--- src/rtl/int_to_float_pipe_if.sv ---
// Sample-in / float-out handshake bundle for the int-to-float converter.
// The master side is the environment, the slave side is the converter.
interface int_to_float_pipe_if #(
  parameter int DATA_WIDTH = 24,
  parameter int CH_W       = 1
);
  logic                  in_valid;
  logic                  in_ready;
  logic [DATA_WIDTH-1:0] data_in;
  logic [CH_W-1:0]       in_chan;
  logic                  out_valid;
  logic                  out_ready;
  logic [31:0]           float_out;
  logic [CH_W-1:0]       out_chan;

  modport master (
    output in_valid, data_in, in_chan, out_ready,
    input  in_ready, out_valid, float_out, out_chan
  );

  modport slave (
    input  in_valid, data_in, in_chan, out_ready,
    output in_ready, out_valid, float_out, out_chan
  );
endinterface

--- src/rtl/int_to_float_pipe.sv ---
// Integer -> IEEE-754 single converter, 3 register stages, 1 sample/clk.
// Global stall when the output register is full and not taken; in_ready = ~stall.
module int_to_float_pipe #(
  parameter int DATA_WIDTH = 24,
  parameter int CHANNELS   = 2,
  parameter int IS_SIGNED  = 1,
  parameter int NORMALIZE  = 0
) (
  input  logic            clk,
  input  logic            rst,
  int_to_float_pipe_if.slave bus
);
  localparam int W    = DATA_WIDTH;
  localparam int CH_W = (CHANNELS > 1) ? $clog2(CHANNELS) : 1;
  localparam int OFFS = (NORMALIZE != 0) ? ((IS_SIGNED != 0) ? W - 1 : W) : 0;

  typedef struct packed {
    logic            vld;
    logic            sign;
    logic [W-1:0]    mag;
    logic [CH_W-1:0] chan;
  } s1_t;

  typedef struct packed {
    logic            vld;
    logic            sign;
    logic            zero;
    logic [5:0]      pos;
    logic [W-2:0]    frac;
    logic [CH_W-1:0] chan;
  } s2_t;

  s1_t             s1_d, s1_q;
  s2_t             s2_d, s2_q;
  logic            stall, en;
  logic            out_vld;
  logic [31:0]     out_flt;
  logic [CH_W-1:0] out_ch;
  logic [5:0]      pos;
  logic [W-1:0]    shifted;
  logic [55:0]     ext;
  logic            guard, sticky;
  logic [23:0]     rnd;
  logic [7:0]      exp_w;
  logic [31:0]     result;

  assign stall         = out_vld & ~bus.out_ready;
  assign en            = ~stall;
  assign bus.in_ready  = ~stall;
  assign bus.out_valid = out_vld;
  assign bus.float_out = out_flt;
  assign bus.out_chan  = out_ch;

  // S1: sign and magnitude; unary minus in W bits maps -2^(W-1) to 2^(W-1)
  always_comb begin
    s1_d.vld  = bus.in_valid;
    s1_d.sign = (IS_SIGNED != 0) & bus.data_in[W-1];
    s1_d.mag  = s1_d.sign ? -bus.data_in : bus.data_in;
    s1_d.chan = bus.in_chan;
  end

  // S2: leading-one position and normalising left shift
  always_comb begin
    pos = '0;
    for (int i = 0; i < W; i++) begin
      if (s1_q.mag[i]) pos = 6'(i);
    end
    shifted   = s1_q.mag << (6'(W - 1) - pos);
    s2_d.vld  = s1_q.vld;
    s2_d.sign = s1_q.sign;
    s2_d.zero = ~shifted[W-1];
    s2_d.pos  = pos;
    s2_d.frac = shifted[W-2:0];
    s2_d.chan = s1_q.chan;
  end

  // S3: bits below the leading one are left-aligned into a 56-bit window so
  // that [55:33] is the fraction, [32] the guard and [31:0] the sticky field.
  always_comb begin
    ext    = 56'(s2_q.frac) << (57 - W);
    guard  = ext[32];
    sticky = |ext[31:0];
    rnd    = {1'b0, ext[55:33]} + 24'(guard & (sticky | ext[33]));
    exp_w  = 8'd127 + 8'(s2_q.pos) + 8'(rnd[23]) - 8'(OFFS);
    result = s2_q.zero ? 32'h0 : {s2_q.sign, exp_w, rnd[22:0]};
  end

  always_ff @(posedge clk or negedge rst) begin
    if (!rst) begin
      s1_q    <= '0;
      s2_q    <= '0;
      out_vld <= 1'b0;
      out_flt <= '0;
      out_ch  <= '0;
    end else if (en) begin
      s1_q    <= s1_d;
      s2_q    <= s2_d;
      out_vld <= s2_q.vld;
      out_flt <= result;
      out_ch  <= s2_q.chan;
    end
  end
endmodule

--- src/flat_wrapper.sv ---
// flat-port wrapper written by rule: the top's interface ports become plain ports
module int_to_float_pipe_flat 
#(
  parameter int DATA_WIDTH = 24,
  parameter int CHANNELS   = 2,
  parameter int IS_SIGNED  = 1,
  parameter int NORMALIZE  = 0
)
  (clk, rst, bus_in_valid, bus_data_in, bus_in_chan, bus_out_ready, bus_in_ready, bus_out_valid, bus_float_out, bus_out_chan);
  int_to_float_pipe_if #(.DATA_WIDTH(DATA_WIDTH), .CH_W(1)) bus_i ();
  input  logic clk;
  input  logic rst;
  input wire logic [$bits(bus_i.in_valid)-1:0] bus_in_valid;
  input wire logic [$bits(bus_i.data_in)-1:0] bus_data_in;
  input wire logic [$bits(bus_i.in_chan)-1:0] bus_in_chan;
  input wire logic [$bits(bus_i.out_ready)-1:0] bus_out_ready;
  output wire logic [$bits(bus_i.in_ready)-1:0] bus_in_ready;
  output wire logic [$bits(bus_i.out_valid)-1:0] bus_out_valid;
  output wire logic [$bits(bus_i.float_out)-1:0] bus_float_out;
  output wire logic [$bits(bus_i.out_chan)-1:0] bus_out_chan;
  assign bus_i.in_valid = bus_in_valid;
  assign bus_i.data_in = bus_data_in;
  assign bus_i.in_chan = bus_in_chan;
  assign bus_i.out_ready = bus_out_ready;
  assign bus_in_ready = bus_i.in_ready;
  assign bus_out_valid = bus_i.out_valid;
  assign bus_float_out = bus_i.float_out;
  assign bus_out_chan = bus_i.out_chan;
  int_to_float_pipe #(.DATA_WIDTH(DATA_WIDTH), .CHANNELS(CHANNELS), .IS_SIGNED(IS_SIGNED), .NORMALIZE(NORMALIZE)) u_core (.clk(clk), .rst(rst), .bus(bus_i));
endmodule
--- config.mk ---
export PLATFORM = sky130hd
export DESIGN_NAME = int_to_float_pipe_flat
export DESIGN_NICKNAME = d
export VERILOG_FILES = /design/src/rtl/int_to_float_pipe_if.sv /design/src/rtl/int_to_float_pipe.sv /design/src/flat_wrapper.sv
export SDC_FILE = /design/constraint.sdc
export NUM_CORES = 1
export LEC_CHECK = 0
export BUFFER_PORTS_ARGS = -buffer_cell sky130_fd_sc_hd__buf_2
export CAP_MARGIN = 40
export CORE_ASPECT_RATIO = 0.75
export CORE_MARGIN = 4
export CORE_UTILIZATION = 45
export CTS_CLUSTER_SIZE = 8
export DETAILED_ROUTE_END_ITERATION = 8
export PLACE_DENSITY_LB_ADDON = 0.08
export RECOVER_POWER = 25
export SYNTH_ARGS = -nofsm -noshare
export SYNTH_HDL_FRONTEND = slang
export SYNTH_SLANG_ARGS = --single-unit
--- constraint.sdc ---
create_clock -name clk -period 3.7 [get_ports clk]
set_input_delay 0.74 -clock clk [delete_from_list [all_inputs] [get_ports clk]]
set_output_delay 0.74 -clock clk [all_outputs]
set_load 0.01 [all_outputs]
==> flow_metrics.env <==
export IMPL_drt_antenna_violating_nets=0
export IMPL_cts_buffers=9
export IMPL_grt_usage_pct=21.2
export IMPL_met2_usage_pct=33.1
export IMPL_yosysWarnings=0
export IMPL_dpl_hpwl_mm=10.3
export IMPL_tns_ns=0
export IMPL_drv_slew=34
export IMPL_crit_chain="nor4_1 -> nand2_1 -> o21ai_2 -> mux2i_1 -> mux2i_1 -> mux2_2 -> o31a_1"
export IMPL_cpPeakStageDelay_ns=0.67
export IMPL_yosysMostFrequentCell="nand2_1"
export IMPL_violations="max-capacitance violations, max-slew violations"
export IMPL_hold_depth=1
export IMPL_grt_ovfl_total=0
export IMPL_yosys_cell_types_count=63
export IMPL_yosysSeqAreaShare_pct=43.8
export IMPL_grt_pass1_wl_mm=23.2
export IMPL_dp_cells=820
export IMPL_start_kind="flop"
export IMPL_io_buffer_count=63
export IMPL_grt_pass1_vias=4408
export IMPL_rsz0062_at_grt="no"
export IMPL_drv_cap=1
export IMPL_dieWidth_um=133
export IMPL_status="finished with violations"
export IMPL_use_met3_pct=4.04
export IMPL_drt_iter0_drc=321
export IMPL_async_flop_share_pct=100
export IMPL_htree_levels=3
export IMPL_cts_tree="yes"
export IMPL_antenna_cells=0
export IMPL_synth_seq_cells=93
export IMPL_cp_required_ns=3.92
export IMPL_synthCells=619
export IMPL_clk_pin_slew_ns=0.07
export IMPL_synth_edf_count=0
export IMPL_cts_sinks=93
export IMPL_gp_congestion=0.859
export IMPL_synth_commonest_cells="146 x nand2_1, 93 x dfrtp_1, 52 x o21ai_0, 38 x nor2_1, 29 x clkbuf_1"
export IMPL_min_path_type="reg -> reg"
export IMPL_layout_worst_path_cycle_share_pct=89.4
export IMPL_clock_skew_ns=0.00521
export IMPL_register_area_um2=2330
export IMPL_routedWlPerCell_um=16.8
export IMPL_cts_hold_buf=0
export IMPL_syn2layout_area_growth_pct=14.9
export IMPL_clk_path_buf_depth=2
export IMPL_coreArea_um2=11600
export IMPL_fillers=1115
export IMPL_drive_gt1_share_pct=16.3
export IMPL_clk_latency_ns=0.33
export IMPL_synth_top_flop_cell="dfrtp_1"
export IMPL_reg2reg_depth=7
export IMPL_power_density_nw_per_um2=790
export IMPL_grt_max_degree=60
export IMPL_post_cts_buffers=0
export IMPL_synth_top_area_cell="dfrtp_1"
export IMPL_p_leak_nw=2.76
export IMPL_start_util_pct=45.9
export IMPL_endpoint_kind="flop"
export IMPL_netlist_area_um2=5310
export IMPL_stdcell_count=835
export IMPL_antenna_found_initial=0
export IMPL_dr_pass1_iters=5
export IMPL_synth_top_area_share_pct=43.8
export IMPL_top_usage_layer="met2"
export IMPL_ir_drop_uv=333
export IMPL_power_mw=4.82
export IMPL_grt_util_met1_pct=31.3
export IMPL_vias=4660
export IMPL_hold_violations=0
export IMPL_cts_resized=0
export IMPL_syn_avg_cell_area_um2=8.58
export IMPL_cts_root_buf="clkbuf_16"
export IMPL_relSlewSlack_pct=-18.6
export IMPL_worstPathArrival_ns=3.53
export IMPL_nNetsFinal=701
export IMPL_synth_area_leaders="dfrtp_1 44%, nand2_1 10%, o21ai_0 4.9%"
export IMPL_ioPinCount=64
export IMPL_path_class="reg -> reg"
export IMPL_vias_per_cell=5.58
export IMPL_crit_fanout=9
export IMPL_syn_nets=651
export IMPL_fin_crit_ns=3.31
export IMPL_setup_viol=0
export IMPL_die_area_um2=13600
export IMPL_multi_input_comb_area_um2=2770
export IMPL_drt_total_wl_mm=14.0
export IMPL_timing_critical_path_mode_cell="mux2i_1"
export IMPL_drc=0
export IMPL_die_y_um=102
export IMPL_rows=34
export IMPL_fmax_mhz=302
export IMPL_worst_pin_slew_ns=1.78
export IMPL_slowest_stage="nor4_1"
==> kinds of logic (layout without fill, tap and decap cells) <==
kind of cell | Yosys count | count (layout) | share of synthesized area, %
flops | 93 | 93 | 43.8
mux | 16 | 16 | 3.79
compound gates | 168 | 168 | 21.2
buf+inv | 57 | 111 | 4.24
fa+ha+maj | 3 | 3 | 0.707
simple gates | 259 | 259 | 22.4
xor+xnor | 23 | 23 | 3.79
==> final timing paths <==
path,startpoint,to,slack [ns]
setup / recovery,u_core.s1_q[22],u_core.ext[48],0.39
min in group asynchronous,rst,u_core.s1_q[19],0.87
max in group asynchronous,rst,u_core.bus.float_out[8],1.09
hold reg to reg,u_core.s2_q[32],u_core.bus.out_valid,0.46
hold / removal,u_core.s2_q[32],u_core.bus.out_valid,0.46
setup reg to reg,u_core.s1_q[22],u_core.ext[48],0.39
==> cell usage in the layout (no fill, tap or decap), drive strengths merged, types with 5 or more instances in the layout <==
| master | instances |
|---|---|
| a211oi | 8 |
| a21oi | 24 |
| a221oi | 8 |
| a22o | 7 |
| a22oi | 5 |
| a31oi | 6 |
| and2 | 6 |
| buf | 75 |
| clkbuf | 12 |
| dfrtp | 93 |
| inv | 20 |
| mux2i | 10 |
| nand2 | 146 |
| nand3 | 5 |
| nand3b | 25 |
| nor2 | 38 |
| nor3 | 10 |
| o211ai | 10 |
| o21ai | 56 |
| o31ai | 12 |
| or3 | 7 |
| xnor2 | 8 |
| xor2 | 15 |
==> critical path, delay by kind of cell (launching register included) <==
family,cells,cell delay [ns]
DFF,1,0.47
and+or+nand+nor,2,1.00
muxes,3,0.97
AOI/OAI and AO/OA,2,0.76
==> per-layer routing <==
| layer | vias to the layer above | share of wire, % |
|---|---|---|
| met4 | 0 | 0.81 |
| li1 | 2306 | - |
| met5 | - | 0 |
| met2 | 128 | 43 |
| met3 | 11 | 5.2 |
| met1 | 2215 | 51 |
==> flip-flops by register name (all words and copies together) (netlist names) <==
signal and count:
u_core.bus.out_chan 1, u_core.s1_q 27, u_core.bus.out_valid 1, u_core.ext 23
u_core.s2_q 9, u_core.bus.float_out 32
==> per-stage QoR <==
stage               hold WS [ns]  util, %  setup slack (ns)  area [um^2]
finish                     0.457     52.7             0.392         6100
global route               0.483     52.7             0.188         6100
CTS                        0.353     52.9             0.426         6130
detailed placement         0.447     50.2             0.295         5810
global placement           0.446     50.0             0.336         5790
floorplan                  0.430        -             0.563         5310
==> report_power, final <==
group	internal [mW]	switching (mW)	total [mW]
sequential	1.40	0.329	1.73
combinational	0.843	1.25	2.10
clock	0.595	0.402	0.996
total	2.84	1.98	4.82
==> cell type report <==
cell class	count	area share, %
sequential	93	38.1
timing repair buffer	78	6.89
multi-input combinational	469	45.3
tap	162	3.32
clock buffer	9	3.69
inverter	18	1.11
clock inverter	6	1.54
No activity file was read; power rests on OpenSTA's default activity.
